--- config.mk ---
export PLATFORM = sky130hd
export DESIGN_NAME = ldl_p1ram_arb
export DESIGN_NICKNAME = d
export VERILOG_FILES = /design/src/rtl/ldl_p1ram_arb.sv
export SDC_FILE = /design/constraint.sdc
export NUM_CORES = 1
export LEC_CHECK = 0
export ABC_AREA = 1
export CAP_MARGIN = 25
export CORE_MARGIN = 2
export CORE_UTILIZATION = 50
export CTS_CLUSTER_SIZE = 16
export DETAILED_ROUTE_END_ITERATION = 12
export PLACE_DENSITY = 0.85
export SLEW_MARGIN = 5
export SYNTH_ARGS = -nofsm -noshare
export SYNTH_HDL_FRONTEND = slang
export SYNTH_SLANG_ARGS = --single-unit
export TNS_END_PERCENT = 5
--- constraint.sdc ---
create_clock -name clk -period 4.05 [get_ports clk]
set_input_delay 1.215 -clock clk [delete_from_list [all_inputs] [get_ports clk]]
set_output_delay 1.215 -clock clk [all_outputs]
set_load 0.03 [all_outputs]
--- src/rtl/ldl_p1ram_arb.sv ---
`default_nettype none
// ============================================================================
// Module   : ldl_p1ram_arb
// Purpose  : Front-end controller for a single-port synchronous RAM. It
//            arbitrates independent write and read request streams onto the
//            single RAM port (at most one access per cycle) and returns read
//            data through a small credit-managed response FIFO, so response
//            backpressure never loses RAM data.
// Ports    : clk, rst                      clock, synchronous active-high reset
//            i_wr_valid/o_wr_ready         write request handshake
//            i_wr_addr, i_wr_data          write address / data
//            i_rd_valid/o_rd_ready         read request handshake
//            i_rd_addr                     read address
//            o_rsp_valid/i_rsp_ready       read response handshake
//            o_rsp_data, o_rsp_err         response data / out-of-range marker
//            o_oor_err                     sticky out-of-range access flag
//            o_ram_re, o_ram_we            RAM read / write enables
//            o_ram_addr, o_ram_din         RAM address / write data
//            i_ram_dout                    RAM read data (cycle after o_ram_re)
// Revision : 1.0 - initial release
// ============================================================================
module ldl_p1ram_arb #(
    parameter int DWIDTH = 8,
    parameter int DEEPTH = 10,
    parameter int AWIDTH = $clog2(DEEPTH),
    parameter int RDEPTH = 3
) (
    input  logic              clk,
    input  logic              rst,
    input  logic              i_wr_valid,
    output logic              o_wr_ready,
    input  logic [AWIDTH-1:0] i_wr_addr,
    input  logic [DWIDTH-1:0] i_wr_data,
    input  logic              i_rd_valid,
    output logic              o_rd_ready,
    input  logic [AWIDTH-1:0] i_rd_addr,
    output logic              o_rsp_valid,
    input  logic              i_rsp_ready,
    output logic [DWIDTH-1:0] o_rsp_data,
    output logic              o_rsp_err,
    output logic              o_oor_err,
    output logic              o_ram_re,
    output logic              o_ram_we,
    output logic [AWIDTH-1:0] o_ram_addr,
    output logic [DWIDTH-1:0] o_ram_din,
    input  logic [DWIDTH-1:0] i_ram_dout
);

    // Occupancy counter must hold 0..RDEPTH; pointers index 0..RDEPTH-1.
    localparam int c_OW = $clog2(RDEPTH + 1);
    localparam int c_PW = (RDEPTH > 1) ? $clog2(RDEPTH) : 1;

    localparam logic [AWIDTH:0] c_DEPTH_EXT = (AWIDTH + 1)'(DEEPTH);
    localparam logic [c_OW:0]   c_RD_LIMIT  = (c_OW + 1)'(RDEPTH);
    localparam logic [c_PW-1:0] c_PLAST     = c_PW'(RDEPTH - 1);

    // ------------------------------------------------------------------------
    // Registered state
    // ------------------------------------------------------------------------
    logic [DWIDTH:0]   r_buf [RDEPTH];   // {err, data} per entry
    logic [c_PW-1:0]   r_wptr;
    logic [c_PW-1:0]   r_rptr;
    logic [c_OW-1:0]   r_occ;
    logic              r_inflight;       // a read was accepted last cycle
    logic              r_infl_err;       // ...and it was out of range
    logic              r_last_wr;        // last grant went to the write side
    logic              r_oor_err;

    // ------------------------------------------------------------------------
    // Combinational arbitration
    // ------------------------------------------------------------------------
    logic [c_OW:0]     w_used;
    logic              w_rd_elig;
    logic              w_rd_req;
    logic              w_wr_gnt;
    logic              w_rd_gnt;
    logic              w_wr_oor;
    logic              w_rd_oor;
    logic              w_push;
    logic              w_pop;
    logic [DWIDTH:0]   w_push_word;

    always_comb begin
        // Credit is taken from registered state only, so rd_ready never
        // depends combinationally on rsp_ready.
        w_used    = {1'b0, r_occ} + (c_OW + 1)'(r_inflight);
        w_rd_elig = (w_used < c_RD_LIMIT);
        w_rd_req  = i_rd_valid && w_rd_elig;

        // Round-robin on a tie: the side not granted last time wins.
        w_wr_gnt  = i_wr_valid && (!w_rd_req || !r_last_wr);
        w_rd_gnt  = w_rd_req && (!i_wr_valid || r_last_wr);

        w_wr_oor  = ({1'b0, i_wr_addr} >= c_DEPTH_EXT);
        w_rd_oor  = ({1'b0, i_rd_addr} >= c_DEPTH_EXT);

        w_push    = r_inflight;
        w_pop     = o_rsp_valid && i_rsp_ready;

        // An out-of-range read never touched the RAM, so its data is forced
        // to zero instead of taking whatever ram_dout happens to hold.
        w_push_word = {r_infl_err, (r_infl_err ? {DWIDTH{1'b0}} : i_ram_dout)};
    end

    always_comb begin
        o_wr_ready = w_wr_gnt;
        o_rd_ready = w_rd_gnt;
        o_ram_we   = w_wr_gnt && !w_wr_oor;
        o_ram_re   = w_rd_gnt && !w_rd_oor;
        o_ram_addr = '0;
        o_ram_din  = '0;
        if (o_ram_we) begin
            o_ram_addr = i_wr_addr;
            o_ram_din  = i_wr_data;
        end else if (o_ram_re) begin
            o_ram_addr = i_rd_addr;
        end
    end

    assign o_rsp_valid = (r_occ != '0);
    assign o_rsp_data  = r_buf[r_rptr][DWIDTH-1:0];
    assign o_rsp_err   = r_buf[r_rptr][DWIDTH];
    assign o_oor_err   = r_oor_err;

    // ------------------------------------------------------------------------
    // Sequential state
    // ------------------------------------------------------------------------
    always_ff @(posedge clk) begin
        if (rst) begin
            for (int i = 0; i < RDEPTH; i++) begin
                r_buf[i] <= '0;
            end
            r_wptr     <= '0;
            r_rptr     <= '0;
            r_occ      <= '0;
            r_inflight <= 1'b0;
            r_infl_err <= 1'b0;
            r_last_wr  <= 1'b0;
            r_oor_err  <= 1'b0;
        end else begin
            r_inflight <= w_rd_gnt;
            r_infl_err <= w_rd_gnt && w_rd_oor;

            if (w_wr_gnt) begin
                r_last_wr <= 1'b1;
            end else if (w_rd_gnt) begin
                r_last_wr <= 1'b0;
            end

            if ((w_wr_gnt && w_wr_oor) || (w_rd_gnt && w_rd_oor)) begin
                r_oor_err <= 1'b1;
            end

            if (w_push) begin
                r_buf[r_wptr] <= w_push_word;
                r_wptr        <= (r_wptr == c_PLAST) ? '0 : r_wptr + 1'b1;
            end
            if (w_pop) begin
                r_rptr <= (r_rptr == c_PLAST) ? '0 : r_rptr + 1'b1;
            end
            r_occ <= r_occ + c_OW'(w_push) - c_OW'(w_pop);
        end
    end

endmodule
`default_nettype wire

# Yosys cells after proc, flatten, opt, wreduce, memory -nomap -nowiden
# Memory sizes are Yosys's and may differ from the RTL's. A register that Yosys moved wholly into a read port is not among the register bits.
# Cells that the tools add are included.
# op_classes
addsub,5
order_cmp,3
n_eq_ne,2
muxes,18
reduce_logical,19
# ops
op,n
two-way mux 8 bit,2
two-way mux 2 bit,5
two-way mux 9 bit,1
OR reduction 9 bit,1
"greater-or-equal comparator 4 bit, second input constant",2
logical AND 1 bit,8
two-way mux 1 bit,8
two-way mux 4 bit,2
zero test 1 bit,5
"adder 2 x 1 -> 2 bit, second input constant",2
"equality test 2 bit, second input constant",2
nonzero test 2 bit,2
adder 2 x 1 -> 3 bit,1
logical OR 1 bit,3
"less-than comparator 3 x 2 -> 1 bit, second input constant",1
adder 2 x 1 -> 2 bit,1
subtractor 2 x 1 -> 2 bit,1
# word_totals
register_bits,10
ram_bits,27
inputBits,29
out_inout_bits,27
elab_cells,55
memories,1
# mem_list
name,words,width,rd,rd_clocked_by_memory_dff,write_ports,line_no,source
r_buf,3,9,1,1,3,60,logic [DWIDTH:0] r_buf [RDEPTH];

# Logic depth before layout (Yosys ltp)
# Gate-level depths: netlist of run 1.
# depth
ltp_word,8
depth_mapped,9
mapped_depth_nobuf,9

# Worst setup path after synthesis of run 1
# OpenSTA, ideal clock, no wires.
# synth_timing
kind,input-to-output
start,input i_rd_valid
end,output o_ram_din[0]
arrival_time_ns,2.064
path_slack_ns,0.771
path_stages,5
cell_sequence,nand4_1 nand2_1 nor2_4 inv_4 nor2_2
# synth_via
elab_chain_cells,6
# synth_rtl
item,line_no,source
"start, declared",34,"input logic i_rd_valid,"
logical AND 1 bit,88,w_rd_req = i_rd_valid && w_rd_elig;
zero test 1 bit,91,w_wr_gnt = i_wr_valid && (!w_rd_req || !r_last_wr);
logical OR 1 bit,91,
logical AND 1 bit,91,
logical AND 1 bit,108,o_ram_we = w_wr_gnt && !w_wr_oor;
named net o_ram_we,43,"output logic o_ram_we,"
two-way mux 8 bit,112,if (o_ram_we) begin
"end, declared",45,"output logic [DWIDTH-1:0] o_ram_din,"
# The timed path passes the listed nets, and every way through them passes these cells.

# Worst setup path after layout of run 1
# layout_timing
start,input i_wr_valid
end,output o_rd_ready
# layout_via
elab_chain_cells,3
# layout_rtl
item,line_no,source
"start, declared",30,"input logic i_wr_valid,"
zero test 1 bit,92,w_rd_gnt = w_rd_req && (!i_wr_valid || r_last_wr);
logical OR 1 bit,92,
logical AND 1 bit,92,
"end, declared",35,"output logic o_rd_ready,"
# No other way between the ends.

==> out/qor.tcl, run 1 <==
set qor(grt_max_degree) 20
set qor(synthTopCellsByArea) {sky130_fd_sc_hd__edfxtp_1, sky130_fd_sc_hd__dfxtp_1, sky130_fd_sc_hd__nor2_1}
set qor(post_route_cells_drive_above_1_share_pct) 14.8
set qor(post-route-drc-count) 0
set qor(max-clock-path-buffers) 2
set qor(std_cell_rows) 24
set qor(cp_max_fo) 4
set qor(layout_common_cells) {sky130_fd_sc_hd__nor2_1, sky130_fd_sc_hd__clkdlybuf4s50_1, sky130_fd_sc_hd__edfxtp_1}
set qor(synth_seq_area_share_pct) 58.1
set qor(syn-num-nets) 271
set qor(timing.setup.critical_path_class) {in -> out}
set qor(min_period_ns) 3.92
set qor(slew_viol_final) 0
set qor(place_congestion) 0.735
set qor(cts_post_setup_buffers_inserted) 0
set qor(worst_setup_hold_path_clk_slew_ns) 0.08
set qor(run_status) {complete, no violations}
set qor(rsz0062_at_grt) {false}
set qor(timing_worst_slew_pin_value_ns) 0.683
set qor(via_per_inst) 5.06
set qor(cp_slowest_cell) {sky130_fd_sc_hd__clkdlybuf4s50_1}
set qor(worst-endpoint-arrival_ns) 2.71
set qor(total_power_mw) 1.46
set qor(port_buffers) 55
set qor(critical_path_required_ns) 2.83
set qor(num_vias) 1766
set qor(timing.max_slew.rel_slack_pct) 54.4
set qor(first_pass_detailed_route_iteration_total) 4
set qor(mostFrequentLayoutCell) {sky130_fd_sc_hd__nor2_1}
set qor(crit_chain) {clkdlybuf4s50_1 -> inv_1 -> or2_1 -> nand2_2 -> inv_1 -> clkdlybuf4s50_1}
set qor(globalRoute.totalOverflow) 0
set qor(final_min_period_over_clock_period_pct) 96.9
set qor(p_leak_nw) 1.27
set qor(overall_die_area_um2) 5110
set qor(post-place-ws_ns) 0.121
set qor(hpwl_um) 3360
set qor(syn_area_um2) 2270
set qor(wirelength_routed_um) 4700
set qor(grt_first_pass_wirelength_um) 7570
set qor(post_layout_nonfiller_instances) 349
set qor(path_buf_inv) 4
set qor(placedInstanceArea_um2) 2820
set qor(setup_total_negative_slack_ns) 0
set qor(clock_skew_ns) 0.00626
set qor(numPlacedInstances) 341
set qor(max_cap_viol_count) 0
set qor(holdWs_ns) 0.444
set qor(routed_wire_length_per_instance_um) 13.5
set qor(n_antenna_cell) 0
set qor(worst_hold_path_type) {reg -> reg}
set qor(netlist.area_leader.share_pct) 47.5
set qor(chipWidth_um) 71.5
set qor(design.final.nets) 329
set qor(yosys.area.top_type) {sky130_fd_sc_hd__edfxtp_1}
set qor(area_delta_synth_final_pct) 28.4
set qor(synth-seq-cells) 48
set qor(utilization_pct) 67.1
set qor(post_synth_inst_count) 238
set qor(syn_area_per_cell_um2) 9.56
set qor(track_usage_pct) 19.7
set qor(starting_density_of_the_core_pct) 52.2
set qor(clk_latency_ns) 0.30
set qor(clockRootBuffer) {sky130_fd_sc_hd__clkbuf_8}
set qor(layout.cell_area.non_filler_um2) 2920
set qor(cts.htree.levels) 2
set qor(tritoncts_clock_tree) {yes}
set qor(drt_iter0_drc) 180
set qor(die-height_um) 71.5
set qor(number_of_gates_resized_after_cts) 0
set qor(path_delay_family) {buffers and inverters}
set qor(io-pin-count) 56
set qor(finalWorstSetupSlack_ns) 0.127
set qor(setup_violations) 0
set qor(cts.sinks) 48
set qor(grt_antenna_before_repair) 0
set qor(irDropWorstVdd_mv) 0.252
set qor(synth_cell_type_count) 29
set qor(worst_setup_path_end_kind) {output port}
set qor(ys_warn_count) 0
set qor(final_hold_viol_count) 0
set qor(antenna_left) 0
set qor(timing.critical_path.from_type) {primary input}
set qor(cts_hold_buffers) 0
set qor(fp.coreArea_um2) 4350
set qor(timing.fmax_mhz) 255
set qor(grt_pass1_vias) 1748
set qor(cpPeakStageDelay_ns) 0.58
set qor(powerDensity_nw_per_um2) 501
set qor(cts_buffers) 5
[metal layers]
layer	track usage (%)	up-vias	share of wire, %
li1	-	891	-
met1	21.6	806	39
met2	35.3	67	52
met3	4.64	2	8.1
met4	10.1	0	0.89
met5	0	-	0
[cells by family (layout without fill, tap and decap cells)]
kind of cell | count (synthesis) | after routing | synth area share [%]
compound gates | 37 | 37 | 9.30
xor+xnor | 1 | 1 | 0.385
fa+ha+maj | 4 | 4 | 2.20
buf+inv | 45 | 104 | 9.19
flops | 48 | 48 | 58.1
simple gates | 103 | 103 | 20.8
[worst paths after layout]
kind,startpoint,to,slack [ns],cells past startpoint
worst max-delay path,i_wr_valid,o_rd_ready,0.13,6
worst min-delay path,r_infl_err,r_buf[3][8],0.44,0
worst max register to register,r_inflight,r_buf[0][0],2.42,4
worst min register to register,r_infl_err,r_buf[3][8],0.44,0
[state kept, by name, summed over array words and instances (netlist names), named ones only]
register / flops
r_wptr: 2
r_occ: 2
o_oor_err: 1
r_inflight: 1
r_last_wr: 1
r_infl_err: 1
r_buf: 36
r_rptr: 2
[cell type report]
cell class                 count  area (um2)
clock inverter                 1        5.00
timing repair buffer          58         541
inverter                      38         148
tap                           52        65.1
sequential                    48        1320
multi-input combinational    145         744
clock buffer                   7        97.6
fill                         343        1430
[power by group]
group / internal (mW) / switching, mW
Clock: 0.158 / 0.152
Sequential: 0.568 / 0.0495
Combinational: 0.219 / 0.315
Total: 0.946 / 0.517
[cell usage after synthesis (all sizes together)]
master	number
ha	4
o21a	1
o31ai	2
inv	38
buf	7
nor2	64
o211ai	1
nor4	1
o22ai	9
dfxtp	12
nand2	29
nand4	1
or2	2
edfxtp	36
o211a	1
nand3	6
a21oi	2
o21ai	21
xnor2	1
No activity file was read; power rests on OpenSTA's default activity.
==> run 2: changes to the inputs <==
--- a/config.mk
+++ b/config.mk
@@ -9,8 +9,10 @@
 export CAP_MARGIN = 25
 export CORE_MARGIN = 2
 export CORE_UTILIZATION = 50
+export CTS_CLUSTER_DIAMETER = 60
 export CTS_CLUSTER_SIZE = 16
 export DETAILED_ROUTE_END_ITERATION = 12
+export GPL_TIMING_DRIVEN = 0
 export PLACE_DENSITY = 0.85
 export SLEW_MARGIN = 5
 export SYNTH_ARGS = -nofsm -noshare
==> run 2 against run 1 <==
Effect of this change:
- global-route usage is 0.97 points higher
- routed wire length rose by 5.1%
- sequential cell count unchanged
- critical path depth did not move
- count of clock-buffer cells in the layout shrank 1
- via count grew 5.3%
- non-clock buffer count rose by 4
- critical endpoint unchanged
- register-to-register slack worse by 0.05 ns
- largest cell class unchanged
- highest routed layer unchanged
==> out/qor.tcl, run 2 (synthesis results as in run 1) <==
set qor(die-height_um) 71.5 ;# unchanged
set qor(mostFrequentLayoutCell) {sky130_fd_sc_hd__nor2_1}
set qor(grt_antenna_before_repair) 0 ;# unchanged
set qor(design.final.nets) 333 ;# +1.2%
set qor(critical_path_required_ns) 2.83 ;# about the same
set qor(timing.fmax_mhz) 251 ;# -1.4%
set qor(n_antenna_cell) 0 ;# unchanged
set qor(fp.coreArea_um2) 4350 ;# unchanged
set qor(worst_r2r_startpoint) {r_wptr[1]}
set qor(area_delta_synth_final_pct) 31.4
set qor(post_layout_nonfiller_instances) 353 ;# +1.1%
set qor(drt_iter0_drc) 166 ;# -7.8%
set qor(clk_latency_ns) 0.30 ;# about the same
set qor(globalRoute.totalOverflow) 0 ;# unchanged
set qor(std_cell_rows) 24 ;# unchanged
set qor(max-clock-path-buffers) 2 ;# unchanged
set qor(worst_setup_path_end_kind) {output port}
set qor(max_cap_viol_count) 0 ;# unchanged
set qor(netSwitchingPower_mw) 0.529 ;# +2.4%
set qor(starting_density_of_the_core_pct) 52.2 ;# unchanged
set qor(p_leak_nw) 1.33 ;# +4.7%
set qor(slew_viol_final) 0 ;# unchanged
set qor(grt_max_degree) 16 ;# -20%
set qor(grt_pass1_vias) 1846 ;# +5.6%
set qor(timing.critical_path.from_type) {primary input}
set qor(finalWorstSetupSlack_ns) 0.0696 ;# -0.0574 ns
set qor(fillCellCount) 353 ;# +2.9%
set qor(first_pass_detailed_route_iteration_total) 4 ;# unchanged
set qor(port_buffers) 54 ;# -1.8%
set qor(via_per_inst) 5.27 ;# +4.1%
set qor(power_switching_share_pct) 35.7 ;# +0.36 points
set qor(irDropWorstVdd_mv) 0.202 ;# -20%
set qor(powerDensity_nw_per_um2) 496 ;# -0.85%
set qor(timing_worst_slew_pin_value_ns) 0.701 ;# +0.0182 ns
set qor(routed_wire_length_per_instance_um) 14.0 ;# +3.9%
set qor(setup_violations) 0 ;# unchanged
set qor(cp_max_fo) 4 ;# unchanged
set qor(min_delay_path_depth) 0 ;# unchanged
set qor(overall_die_area_um2) 5110 ;# unchanged
set qor(run_status) {complete, no violations}
set qor(rsz0062_at_grt) {false}
set qor(multi_input_area_um2) 751 ;# +0.84%
set qor(layout_common_cells) {sky130_fd_sc_hd__nor2_1, sky130_fd_sc_hd__clkdlybuf4s50_1, sky130_fd_sc_hd__edfxtp_1}
set qor(numPlacedInstances) 345 ;# +1.2%
set qor(met2_wirelength_um) 2510 ;# +2.6%
set qor(power.share.combinational_pct) 38.4 ;# +1.9 points
set qor(post_route_cells_drive_above_1_share_pct) 12.3 ;# -2.5 points
set qor(post-place-ws_ns) -0.175 ;# -0.296 ns
set qor(layout.cell_area.non_filler_um2) 2990 ;# +2.3%
set qor(clkPwrFrac_pct) 21.2 ;# about the same
set qor(worst-endpoint-arrival_ns) 2.77 ;# +0.06 ns
set qor(final_hold_viol_count) 0 ;# unchanged
set qor(num_vias) 1859 ;# +5.3%
set qor(area_of_all_sequential_standard_cells_um2) 1320 ;# unchanged
set qor(power_report.internal_total_mw) 0.954 ;# +0.84%
set qor(r2r_slack_ns) 2.37 ;# -0.05 ns
set qor(largest_register) {r_buf}
set qor(io-pin-count) 56 ;# unchanged
set qor(min_delay_worst_endpoint) {r_buf[3][8]}
set qor(track_usage_pct) 20.7 ;# +0.97 points
set qor(final_min_period_over_clock_period_pct) 98.3 ;# +1.4 points
set qor(route.met3.wl_um) 426 ;# +12%
set qor(utilization_pct) 68.6 ;# +1.5 points
set qor(hold_path.startpoint) {r_infl_err}
set qor(worst_hold_path_type) {reg -> reg}
set qor(worst_setup_hold_path_clk_slew_ns) 0.09 ;# about the same
set qor(wirelength_routed_um) 4940 ;# +5.1%
set qor(cts_buffers) 5 ;# unchanged
set qor(seq_power_share_pct) 40.4 ;# -1.9 points
set qor(grt_first_pass_wirelength_um) 8110 ;# +7.2%
set qor(reg2reg_depth) 3 ;# -1
set qor(antenna_left) 0 ;# unchanged
set qor(top_layer_used) {met4}
set qor(post-route-drc-count) 0 ;# unchanged
set qor(detail_route.wirelength.met1_um) 1870 ;# +2.1%
set qor(cts_post_setup_buffers_inserted) 0 ;# unchanged
set qor(clock_skew_ns) 0.00937 ;# +0.00311 ns
set qor(place_congestion) 0.804 ;# +9.5%
set qor(setup_total_negative_slack_ns) 0 ;# unchanged
set qor(r2r_end) {r_buf[3][2]}
set qor(cts.htree.levels) 2 ;# unchanged
set qor(largest_reg_flops) 36 ;# unchanged
set qor(tritoncts_clock_tree) {yes}
set qor(chipWidth_um) 71.5 ;# unchanged
set qor(placedInstanceArea_um2) 2890 ;# +2.7%
set qor(timing.max_slew.rel_slack_pct) 52.9 ;# -1.5 points
set qor(min_period_ns) 3.98 ;# +0.0574 ns
set qor(cts.sinks) 48 ;# unchanged
set qor(clockRootBuffer) {sky130_fd_sc_hd__clkbuf_8}
set qor(timing.setup.critical_path_class) {in -> out}
set qor(hpwl_um) 3550 ;# +5.7%
## run 2: cell count changes in the layout (fill, tap and decap cells not counted), sizes merged
cell / before / now
dlymetal6s2s: 0 / 1
clkinv: 1 / 2
clkdlybuf4s15: 0 / 1
clkdlybuf4s50: 42 / 40
clkbuf: 7 / 6
buf: 16 / 8
dlygate4sd2: 0 / 12
## run 2: area by class of cell
type / count / share of cell area [%]
Timing Repair Buffer: 55 / 17.9
Clock inverter: 2 / 0.419
Sequential cell: 48 / 44.2
Buffer: 7 / 2.05
Clock buffer: 6 / 3.14
Inverter: 38 / 4.94
Multi-Input combinational cell: 145 / 25.1
Tap cell: 52 / 2.18
## run 2: power groups by stage
stage	Combinational [mW]	Sequential, mW	Clock [mW]
after detailed placement	0.575	0.610	0
final	0.569	0.599	0.315
after CTS	0.571	0.599	0.317
after floorplan	0.358	0.602	0
after global placement	0.560	0.607	0
after global routing	0.617	0.605	0.336
## run 2: worst max-delay path by stage
| stage | cells past startpoint | slack [ns] | endpoint | startpoint |
|---|---|---|---|---|
| 6_report | 6 | 0.07 | o_rd_ready | i_wr_valid |
| 5_1_grt | 8 | 0.008 | o_ram_addr[2] | i_rd_valid |
| 4_1_cts | 5 | 0.06 | o_ram_we | i_rd_valid |
| 3_5_place_dp | 8 | -0.17 | o_ram_addr[2] | i_rd_valid |
| 3_3_place_gp | 8 | -0.12 | o_ram_addr[2] | i_rd_valid |
| 2_1_floorplan | 5 | 0.77 | o_ram_din[0] | i_rd_valid |
## run 2: timing repair
item | CTS | global route
endpoints found under the setup margin | 13 | 2
hold buffers | 0 | 0
gates resized for setup | 13 | 2
cloned | 0 | 0
## run 2: stage by stage
step                      hold WS (ns)  power [mW]
final                            0.449        1.48
after global routing             0.471        1.56
after CTS                        0.455        1.49
after detailed placement         0.434        1.18
after global placement           0.425        1.17
after floorplan                  0.408       0.960
## run 2: critical path, stage by stage
cell and delay [ns]:
sky130_fd_sc_hd__clkdlybuf4s50_1 0.51, sky130_fd_sc_hd__inv_1 0.05, sky130_fd_sc_hd__or2_1 0.23, sky130_fd_sc_hd__nand2_2 0.13, sky130_fd_sc_hd__inv_1 0.05, sky130_fd_sc_hd__clkdlybuf4s50_1 0.58
## run 2: layer usage
layer  vias to the layer above  GRT usage [%]
li1                        900              -
met1                       845           23.2
met2                        99           35.3
met3                        15           5.63
met4                         0           11.7
met5                         -              0
==> run 3: changes to the inputs <==
--- a/config.mk
+++ b/config.mk
@@ -12,7 +12,7 @@
 export CTS_CLUSTER_DIAMETER = 60
 export CTS_CLUSTER_SIZE = 16
 export DETAILED_ROUTE_END_ITERATION = 12
-export GPL_TIMING_DRIVEN = 0
+export GPL_ROUTABILITY_DRIVEN = 0
 export PLACE_DENSITY = 0.85
 export SLEW_MARGIN = 5
 export SYNTH_ARGS = -nofsm -noshare
==> results of run 3 <==
Final layout, timing and power as in run 1 (identical DEF).
